**src/rtl/wb_stage_p.sv**
```systemverilog
// Writeback pipeline stage: result select, sub-word load formatting, write
// suppression, stall/flush handling and a retired-instruction counter.
module wb_stage_p #(
    parameter int XLEN  = 32,
    parameter int RADDR = 5,
    parameter int CNTW  = 32
) (
    input  logic                          clk,
    input  logic                          rst,
    input  logic                          wb_in_valid,
    input  logic                          wb_stall,
    input  logic                          wb_flush,
    input  logic [1:0]                    wb_src,
    input  logic [XLEN-1:0]               wb_alu_res,
    input  logic [XLEN-1:0]               wb_read_data,
    input  logic [XLEN-1:0]               wb_link_pc,
    input  logic [1:0]                    wb_ld_size,
    input  logic                          wb_ld_unsigned,
    input  logic [$clog2(XLEN/8)-1:0]     wb_ld_offset,
    input  logic [RADDR-1:0]              wb_i_write_reg,
    input  logic                          wb_i_reg_write,
    output logic [RADDR-1:0]              wb_write_reg,
    output logic [XLEN-1:0]               wb_write_data,
    output logic                          wb_reg_write,
    output logic                          wb_valid,
    output logic                          wb_misalign,
    output logic [CNTW-1:0]               wb_retired_cnt
);

    localparam int OFFW = $clog2(XLEN / 8);
    localparam int PADW = $clog2(XLEN) + 1;

    typedef enum logic [1:0] {
        SRC_ALU  = 2'b00,
        SRC_MEM  = 2'b01,
        SRC_LINK = 2'b10,
        SRC_RSVD = 2'b11
    } src_e;

    logic [1:0]      effSize;
    logic [OFFW-1:0] alignedOff;
    logic [PADW-1:0] padBits;
    logic            loadMis;
    logic            misalign;
    logic [XLEN-1:0] shifted;
    logic [XLEN-1:0] padded;
    logic [XLEN-1:0] loadVal;
    logic [XLEN-1:0] selData;
    logic            doRetire;

    // A misaligned lane is still formatted from the naturally aligned lane below it.
    always_comb begin
        effSize    = (XLEN == 32 && wb_ld_size == 2'b11) ? 2'b10 : wb_ld_size;
        alignedOff = wb_ld_offset;
        padBits    = PADW'(XLEN - 8);
        loadMis    = 1'b0;
        case (effSize)
            2'b01: begin
                alignedOff = wb_ld_offset & ~OFFW'(1);
                padBits    = PADW'(XLEN - 16);
                loadMis    = wb_ld_offset[0];
            end
            2'b10: begin
                alignedOff = wb_ld_offset & ~OFFW'(3);
                padBits    = PADW'(XLEN - 32);
                loadMis    = (wb_ld_offset[1:0] != 2'b00);
            end
            2'b11: begin
                alignedOff = '0;
                padBits    = '0;
                loadMis    = (wb_ld_offset != '0);
            end
            default: ;
        endcase
    end

    // Extension: push the lane to the top, then shift back logically or arithmetically.
    always_comb begin
        shifted = wb_read_data >> {alignedOff, 3'b000};
        padded  = shifted << padBits;
        if (wb_ld_unsigned)
            loadVal = padded >> padBits;
        else
            loadVal = $signed(padded) >>> padBits;
    end

    always_comb begin
        misalign = 1'b0;
        selData  = wb_alu_res;
        case (src_e'(wb_src))
            SRC_MEM: begin
                selData  = loadVal;
                misalign = loadMis;
            end
            SRC_LINK: selData = wb_link_pc;
            default:  selData = wb_alu_res;
        endcase
        doRetire = wb_in_valid & ~misalign;
    end

    always_ff @(posedge clk or posedge rst) begin
        if (rst) begin
            wb_valid       <= 1'b0;
            wb_write_reg   <= '0;
            wb_write_data  <= '0;
            wb_reg_write   <= 1'b0;
            wb_misalign    <= 1'b0;
            wb_retired_cnt <= '0;
        end else if (wb_flush) begin
            wb_valid      <= 1'b0;
            wb_write_reg  <= '0;
            wb_write_data <= '0;
            wb_reg_write  <= 1'b0;
            wb_misalign   <= 1'b0;
        end else if (!wb_stall) begin
            wb_valid      <= wb_in_valid;
            wb_write_reg  <= wb_i_write_reg;
            wb_write_data <= selData;
            wb_reg_write  <= wb_in_valid & wb_i_reg_write & (wb_i_write_reg != '0) & ~misalign;
            wb_misalign   <= wb_in_valid & misalign;
            if (doRetire)
                wb_retired_cnt <= wb_retired_cnt + 1'b1;
        end
    end

endmodule
```
**config.mk**
```make
export PLATFORM = sky130hd
export DESIGN_NAME = wb_stage_p
export DESIGN_NICKNAME = d
export VERILOG_FILES = /design/src/rtl/wb_stage_p.sv
export SDC_FILE = /design/constraint.sdc
export NUM_CORES = 1
export LEC_CHECK = 0
export ABC_AREA = 1
export BUFFER_PORTS_ARGS = -buffer_cell sky130_fd_sc_hd__buf_2
export CORE_UTILIZATION = 30
export CTS_CLUSTER_DIAMETER = 120
export CTS_CLUSTER_SIZE = 10
export DETAILED_ROUTE_END_ITERATION = 12
export HOLD_SLACK_MARGIN = 0.15
export RECOVER_POWER = 100
export SETUP_SLACK_MARGIN = 0.3
export SYNTH_ARGS = -nofsm -noshare
export SYNTH_HDL_FRONTEND = slang
export SYNTH_SLANG_ARGS = --single-unit
```
**constraint.sdc**
```tcl
create_clock -name clk -period 2.3 [get_ports clk]
set_clock_uncertainty 0.05 [all_clocks]
set_input_delay 0.23 -clock clk [delete_from_list [all_inputs] [get_ports clk]]
set_output_delay 0.23 -clock clk [all_outputs]
set_load 0.02 [all_outputs]
```
# Word level (Yosys, flattened, before mapping)
# Cells that the tools add are included.
[op_classes] n_shift=4 n_mux=17 n_reduce_logical=4 n_eq_ne=7 n_addsub=1 bitwise_logic=8
[op_table] operator="32-bit two-way mux" count=3
[op_table] operator="32-bit case mux with 2 select lines" count=1
[op_table] operator="32-bit by 1-bit adder with 32-bit output, second input constant" count=1
[op_table] operator="32-bit by 6-bit left shift with 32-bit output" count=1
[op_table] operator="32-bit by 5-bit right shift with 32-bit output" count=1
[op_table] operator="32-bit by 6-bit right shift with 32-bit output" count=1
[op_table] operator="32-bit by 6-bit >>> shifter with 32-bit output" count=1
[op_table] operator="5-bit two-way mux" count=2
[op_table] operator="5-bit case mux with 2 select lines" count=1
[op_table] operator="2-bit equality test, second input constant" count=4
[op_table] operator="1-bit two-way mux" count=7
[op_table] operator="1-bit bitwise AND" count=5
[op_table] operator="5-bit nonzero test" count=1
[op_table] operator="2-bit by 1-bit equality test with 1-bit output, second input constant" count=2
[op_table] operator="2-bit case mux with 2 select lines" count=1
[op_table] operator="1-bit inverter" count=3
[op_table] operator="3-bit AND reduction" count=1
[op_table] operator="2-bit two-way mux" count=1
[op_table] operator="2-bit by 1-bit != test with 1-bit output, second input constant" count=1
[op_table] operator="1-bit case mux with 2 select lines" count=1
[op_table] operator="2-bit nonzero test" count=1
[op_table] operator="2-bit OR reduction" count=1
[totals] output_inout_bits=72 in_bits=114 elab_cells=47 regBits=72

# Depth between registers and ports, before layout
# Gate-level depths: netlist of the first run.
[logic_depth] depth_word=12 mapped_depth=13 ltp_nobuf=11

# Worst setup path before layout of the first run
# OpenSTA, ideal clock, no wires.
[synth_path] kind="reg-to-reg" startpoint="register wb_retired_cnt[0]" endpoint="register wb_retired_cnt[20]" period_less_slack_ps=1647 arrival_time_ps=1517 slack_ps=653 t_required_ps=2170 setup_time_ps=80 stages_incl_launch_ff=9 n_path_buf=0 path_cell_list="dfrtp_1 -> ha_1 -> nand3_1 -> nor2_1 -> inv_1 -> nor3_1 -> nand3_1 -> nor2_1 -> xor2_1"
[synth_via] elab_chain_len=1
[synth_rtl] item="from (decl)" line="27" source="output logic [CNTW-1:0] wb_retired_cnt"
[synth_rtl] item="from (signal assigned)" line="122" source="wb_retired_cnt <= wb_retired_cnt + 1'b1;"
[synth_rtl] item="32-bit by 1-bit adder with 32-bit output" line="122"
# No other way between the ends.
# A chain may end at the register's enable or synchronous reset.

# Worst setup path in the final report of the first run
[layout_path] startpoint="register wb_retired_cnt[8]" endpoint="register wb_retired_cnt[17]"
# Same word-level chain as after synthesis.

==> impl_metrics.env, run 1 <==
export IMPL_dieArea_um2=16400
export IMPL_drv_slew=21
export IMPL_hold_slack_ns=0.160
export IMPL_wire_per_inst_um=14.8
export IMPL_grt_setup_unrepaired="no"
export IMPL_power_mw=3.77
export IMPL_drtIter0Drc=248
export IMPL_crit_buf_inv=0
export IMPL_violations="capacitance limit, slew limit"
export IMPL_synth_top_area_frac=0.378
export IMPL_synth_common_cells="nand2_1 (260), nor2_1 (98), dfrtp_1 (72)"
export IMPL_cpPeakStageDelay_ns=0.43
export IMPL_cp_max_fo=4
export IMPL_holdPathStages=3
export IMPL_regToRegSetupSlack_ns=0.50
export IMPL_min_period_ns=1.80
export IMPL_critPathKind="reg -> reg"
export IMPL_vdd_drop_max_uv=352
export IMPL_synthAdderAreaFrac=0.00788
export IMPL_io_pins=186
export IMPL_synth_edf_count=0
export IMPL_r2r_end="wb_retired_cnt[17]$_DFFE_PP0P_"
export IMPL_nets=1041
export IMPL_synth_mux_area_frac=0
export IMPL_die_h_um=128
export IMPL_max_cap_violations=1
export IMPL_grt_pass1_wl_mm=26.6
export IMPL_avgViaCountPerCell=4.68
export IMPL_worst_pin_slew_ns=1.53
export IMPL_final_instance_count_excl_fill=1140
export IMPL_synth_seq_cells=72
export IMPL_holdPathEnd="wb_write_data[2]$_DFFE_PP0P_"
export IMPL_fmax_mhz=556
export IMPL_setup_viol=0
export IMPL_crit_chain="nand2_1 -> nor2_1 -> nand3_1 -> nor2_1 -> nand3_1 -> nor3_1 -> xor2_1"
export IMPL_first_pass_iters=5
export IMPL_route_detailed_drc=0
export IMPL_htree_levels=3
export IMPL_yosysTopAreaCell="dfrtp_1"
export IMPL_ys_seq_area_frac=0.378
export IMPL_slew_limit_headroom=-0.0258
export IMPL_grt_max_degree=32
export IMPL_r2r_cells=7
export IMPL_cts_root_buf="clkbuf_16"
export IMPL_power_leakage_nw=3.25
export IMPL_grt_use_total=0.213
export IMPL_clk_pin_slew_ns=0.06
export IMPL_postCtsSetupRepairBufs=0
export IMPL_ys_types=33
export IMPL_totalWireLength_mm=16.8
export IMPL_fillers=1693
export IMPL_io_buffers=185
export IMPL_hold_viol=0
export IMPL_clock_sinks=72
export IMPL_worst_endpoint_required_ns=2.51
export IMPL_place_detailed_hpwl_mm=12.9
export IMPL_placed_cells=1101
export IMPL_critPathArrivalTime_ns=2.01
export IMPL_synthTopCellsByArea="dfrtp_1 (38%), nand2_1 (20%), nor2_1 (7.7%), nand3_1 (5.0%), a21oi_1 (4.1%)"
export IMPL_rows=45
export IMPL_fin_area_um2=6380
export IMPL_cts_tree="yes"
export IMPL_yosysMostFrequentCell="nand2_1"
export IMPL_synth_flop_cell="dfrtp_1"
export IMPL_area_delta_synth_final_pct=34.0
export IMPL_rr_startpoint="wb_retired_cnt[8]$_DFFE_PP0P_"
export IMPL_clockBufferDepth=2
export IMPL_timing_setup_tns_ns=0
export IMPL_detail_route_antenna_nets=0
export IMPL_vias=5334
export IMPL_fp_coreArea_um2=15400
export IMPL_yosys_area_share_xor_xnor=0.0478
export IMPL_powerDensity_nw_per_um2=590
export IMPL_regArea_um2=1800
export IMPL_routabilityCongestion=0.914
export IMPL_synthArstFlopShare=1.00
export IMPL_final_util=0.415
export IMPL_final_setup_worst_slack_ns=0.500
export IMPL_start_kind="flop"
export IMPL_hp_class="in -> reg"
export IMPL_hp_start="wb_alu_res[2]"
export IMPL_min_period_over_period=0.783
export IMPL_synth_compound_area_share=0.110
export IMPL_yosys_warnings=0
export IMPL_die_x_um=128
export IMPL_clk_latency_ns=0.35
export IMPL_synth_cells=720
export IMPL_pre_cts_slack_ns=0.255
export IMPL_dpl_instance_area_um2=5980
export IMPL_cp_slowest_cell="dfrtp_1"
export IMPL_grt_pass1_vias=5016
export IMPL_critPathTopFamily="simple AND/OR/NAND/NOR gates"
export IMPL_grt_overflow=0
export IMPL_netlist_area_um2=4760
export IMPL_endpoint_kind="flop"
export IMPL_outcome="finished, violations left"
export IMPL_numCtsBuffers=9
export IMPL_multi_input_area_um2=2620
export IMPL_synth_nets=837
export IMPL_postSynthAreaPerCell_um2=6.61
export IMPL_yosys_area_share_simple=0.384
export IMPL_n_antenna_cell=0
export IMPL_drive_above_1_share=0.174
export IMPL_antenna_found_initial=0
export IMPL_synth_top_family_by_area="simple AND/OR/NAND/NOR gates"
export IMPL_start_util=0.310
## worst min-delay path: cells and delay by family
| kind | cells | cell delay [ns] |
|---|---|---|
| buffers and inverters | 1 | 0.08 |
| AND/OR/NAND/NOR | 1 | 0.04 |
| AO/OA/AOI/OAI | 1 | 0.15 |
## layout by cell type, fill, tap and decap left out, types with 3 or more instances in the layout
| cell type | instances |
|---|---|
| clkbuf_1 | 76 |
| o211ai_1 | 4 |
| clkbuf_16 | 9 |
| nor3_1 | 10 |
| o21ai_0 | 37 |
| a21oi_1 | 39 |
| or2_2 | 3 |
| dfrtp_1 | 72 |
| buf_2 | 112 |
| nand2_1 | 260 |
| nand3b_1 | 6 |
| dlygate4sd3_1 | 23 |
| xnor2_1 | 8 |
| xor2_1 | 18 |
| buf_4 | 14 |
| nand3_1 | 48 |
| o21ai_1 | 6 |
| nand4_1 | 6 |
| o21ai_2 | 3 |
| nand2_2 | 3 |
| nor2_1 | 98 |
| ha_1 | 3 |
| inv_1 | 42 |
| nor4_1 | 4 |
## power breakdown
| part | total (mW) | switching (mW) | internal (mW) |
|---|---|---|---|
| Combinational | 0.881 | 0.564 | 0.317 |
| Sequential | 1.46 | 0.0894 | 1.37 |
| Clock | 1.43 | 0.583 | 0.844 |
## cell type report
| cell class | instances | share of cell area |
|---|---|---|
| multi-input combinational | 568 | 0.410 |
| sequential | 72 | 0.283 |
| timing repair buffer | 228 | 0.192 |
| tap | 211 | 0.0414 |
| clock buffer | 10 | 0.0359 |
| inverter | 45 | 0.0267 |
| clock inverter | 6 | 0.0106 |
## worst max path at each step
stage,start,to,depth (start not counted)
after floorplan,wb_retired_cnt[0]$_DFFE_PP0P_,wb_retired_cnt[20]$_DFFE_PP0P_,8
after global placement,wb_ld_size[1],wb_write_data[2]$_DFFE_PP0P_,8
final,wb_retired_cnt[8]$_DFFE_PP0P_,wb_retired_cnt[17]$_DFFE_PP0P_,7
after detailed placement,wb_ld_size[1],wb_write_data[2]$_DFFE_PP0P_,8
after global routing,rst,wb_retired_cnt[18]$_DFFE_PP0P_,4
after CTS,wb_retired_cnt[10]$_DFFE_PP0P_,wb_retired_cnt[17]$_DFFE_PP0P_,7
## layer usage
metal,wire length (um),up-vias,global-route usage
li1,-,2712,-
met1,7750,2411,0.282
met2,7730,185,0.342
met3,932,26,0.0417
met4,417,0,0.0810
met5,0,-,0
## cell families after synthesis
logic type,Yosys count
buf+inv,80
flops,72
simple gates,443
xor+xnor,26
compound gates,96
fa+ha+maj,3
## what timing repair did
action                                  CTS  global route
hold buffers                             23             0
resized for setup                         0             0
endpoints found under the hold margin    47             0
endpoints found under the setup margin    0             0
(Power assumes the default switching activity.)
==> run 2: changes to the inputs <==
clock period = 1.5 ns   (was 2.3 ns; I/O delays follow)
==> run 2 against run 1 <==
Net effect:
- the run ends with setup timing left
- cell area rose by 42%
- count of clock-buffer cells in the layout grew 1
- worst hold slack worse by 0.014 ns
- non-clock buffer count up 144
- clock power is 46% higher
- flip-flop and latch count is the same
- routed wire length grew 26%
- final cell count rose by 13%
- first-iteration DRC count rose by 69%
- core utilization is 17 points higher
- critical endpoint is now wb_retired_cnt[30]$_DFFE_PP0P_
- largest power group unchanged
==> impl_metrics.env, run 2 (synthesis gave the netlist of run 1 again) <==
export IMPL_power_leakage_nw=4.58
export IMPL_hold_viol=0
export IMPL_final_util=0.589
export IMPL_dieArea_um2=16400
export IMPL_io_pins=186
export IMPL_grt_max_degree=39
export IMPL_drtIter0Drc=419
export IMPL_numCtsBuffers=9
export IMPL_start_util=0.310
export IMPL_place_detailed_hpwl_mm=13.7
export IMPL_cts_tree="yes"
export IMPL_grt_overflow=0
export IMPL_fillers=1361
export IMPL_rows=45
export IMPL_nets=1185
export IMPL_crit_buf_inv=0
export IMPL_cpPeakStageDelay_ns=0.44
export IMPL_grt_use_total=0.238
export IMPL_drv_slew=0
export IMPL_grt_pass1_vias=5988
export IMPL_outcome="finished, violations left"
export IMPL_hp_class="in -> reg"
export IMPL_first_pass_iters=5
export IMPL_min_period_ns=1.56
export IMPL_worst_pin_slew_ns=0.832
export IMPL_multi_input_area_um2=3530
export IMPL_max_cap_violations=0
export IMPL_layout_common_cells="nand2_1 (210), buf_2 (116), buf_6 (70)"
export IMPL_path_common_cell="nand2_1"
export IMPL_antenna_found_initial=0
export IMPL_die_x_um=128
export IMPL_final_setup_worst_slack_ns=-0.0617
export IMPL_critPathTopFamily="simple AND/OR/NAND/NOR gates"
export IMPL_drive_above_1_share=0.457
export IMPL_vdd_drop_max_uv=516
export IMPL_detail_route_antenna_nets=0
export IMPL_totalWireLength_mm=21.2
export IMPL_min_period_over_period=1.04
export IMPL_fp_coreArea_um2=15400
export IMPL_avgViaCountPerCell=4.92
export IMPL_cp_slowest_cell="dfrtp_1"
export IMPL_final_instance_count_excl_fill=1284
export IMPL_clockBufferDepth=2
export IMPL_layout_commonest_cell="nand2_1"
export IMPL_clk_latency_ns=0.34
export IMPL_placed_cells=1147
export IMPL_htree_levels=3
export IMPL_setup_viol=8
export IMPL_timing_setup_tns_ns=-0.229
export IMPL_wire_per_inst_um=16.5
export IMPL_route_detailed_drc=0
export IMPL_n_antenna_cell=0
export IMPL_cts_root_buf="clkbuf_16"
export IMPL_die_h_um=128
export IMPL_regArea_um2=1840
export IMPL_start_kind="flop"
export IMPL_crit_chain="nand2_1 -> nor2_4 -> nand4_1 -> nor2_1 -> a21boi_1 -> o21ai_1 -> nand2_1"
export IMPL_area_delta_synth_final_pct=90.3
export IMPL_violations="setup timing"
export IMPL_clk_pin_slew_ns=0.06
export IMPL_grt_pass1_wl_mm=29.9
export IMPL_io_buffers=185
export IMPL_fmax_mhz=640
export IMPL_clock_sinks=72
export IMPL_critPathKind="reg -> reg"
export IMPL_dpl_instance_area_um2=6650
export IMPL_powerDensity_nw_per_um2=728
export IMPL_grt_setup_unrepaired="yes"
export IMPL_cp_max_fo=4
export IMPL_endpoint_kind="flop"
export IMPL_slew_limit_headroom=0.442
export IMPL_fin_area_um2=9060
export IMPL_hold_slack_ns=0.145
export IMPL_routabilityCongestion=0.979
export IMPL_critPathArrivalTime_ns=1.74
export IMPL_worst_endpoint_required_ns=1.68
export IMPL_vias=6318
## run 2: worst paths after layout
kind / start / end / slack [ns] / depth (start not counted)
max reg2reg: wb_retired_cnt[20]$_DFFE_PP0P_ / wb_retired_cnt[30]$_DFFE_PP0P_ / -0.06 / 7
min in group asynchronous: rst / wb_write_data[1]$_DFFE_PP0P_ / 0.42 / 3
min reg2reg: wb_write_data[9]$_DFFE_PP0P_ / wb_write_data[9]$_DFFE_PP0P_ / 0.42 / 2
max in group asynchronous: rst / wb_retired_cnt[23]$_DFFE_PP0P_ / 0.17 / 4
min: wb_link_pc[18] / wb_write_data[18]$_DFFE_PP0P_ / 0.15 / 5
max: wb_retired_cnt[20]$_DFFE_PP0P_ / wb_retired_cnt[30]$_DFFE_PP0P_ / -0.06 / 7
## run 2: timing repair
item                       CTS  global route
gates resized for setup     97           183
setup buffers               25            30
setup endpoints to repair   44            85
hold endpoints to repair    94             0
hold buffers                61             0
pin swaps                   36           107
gates cloned                 2             3
## run 2: where the power goes
part           internal, mW  switching (mW)  total [mW]
Clock                  1.18           0.914        2.09
Sequential             2.11           0.169        2.28
Combinational          1.05            1.17        2.22
## run 2: area by class of cell
type	count	area share
Multi-Input combinational cell	568	0.390
Timing Repair Buffer	372	0.327
Sequential cell	72	0.203
Tap cell	211	0.0291
Clock buffer	11	0.0268
Inverter	45	0.0204
Clock inverter	5	0.00428
## run 2: per-stage QoR
| stage | power, mW | worst slack (ns) |
|---|---|---|
| 4_1_cts | 6.28 | 0.00950 |
| 5_1_grt | 6.92 | -0.133 |
| 2_1_floorplan | 3.18 | 0.0204 |
| 3_3_place_gp | 3.87 | -0.146 |
| 3_5_place_dp | 3.87 | -0.133 |
| 6_report | 6.59 | -0.0617 |
## run 2: worst min-delay path, delay by kind of cell
kind                   cells  cell delay, ns
AND/OR/NAND/NOR            3            0.16
buffers and inverters      1            0.10
AO/OA/AOI/OAI              1            0.08
## run 2: routing by layer
layer  GRT usage  vias up  wire (um)
met5           0        -          0
met4       0.122        0        909
met3      0.0426       76       1220
met2       0.382      254      10200
met1       0.306     2973       8870
li1            -     3015          -
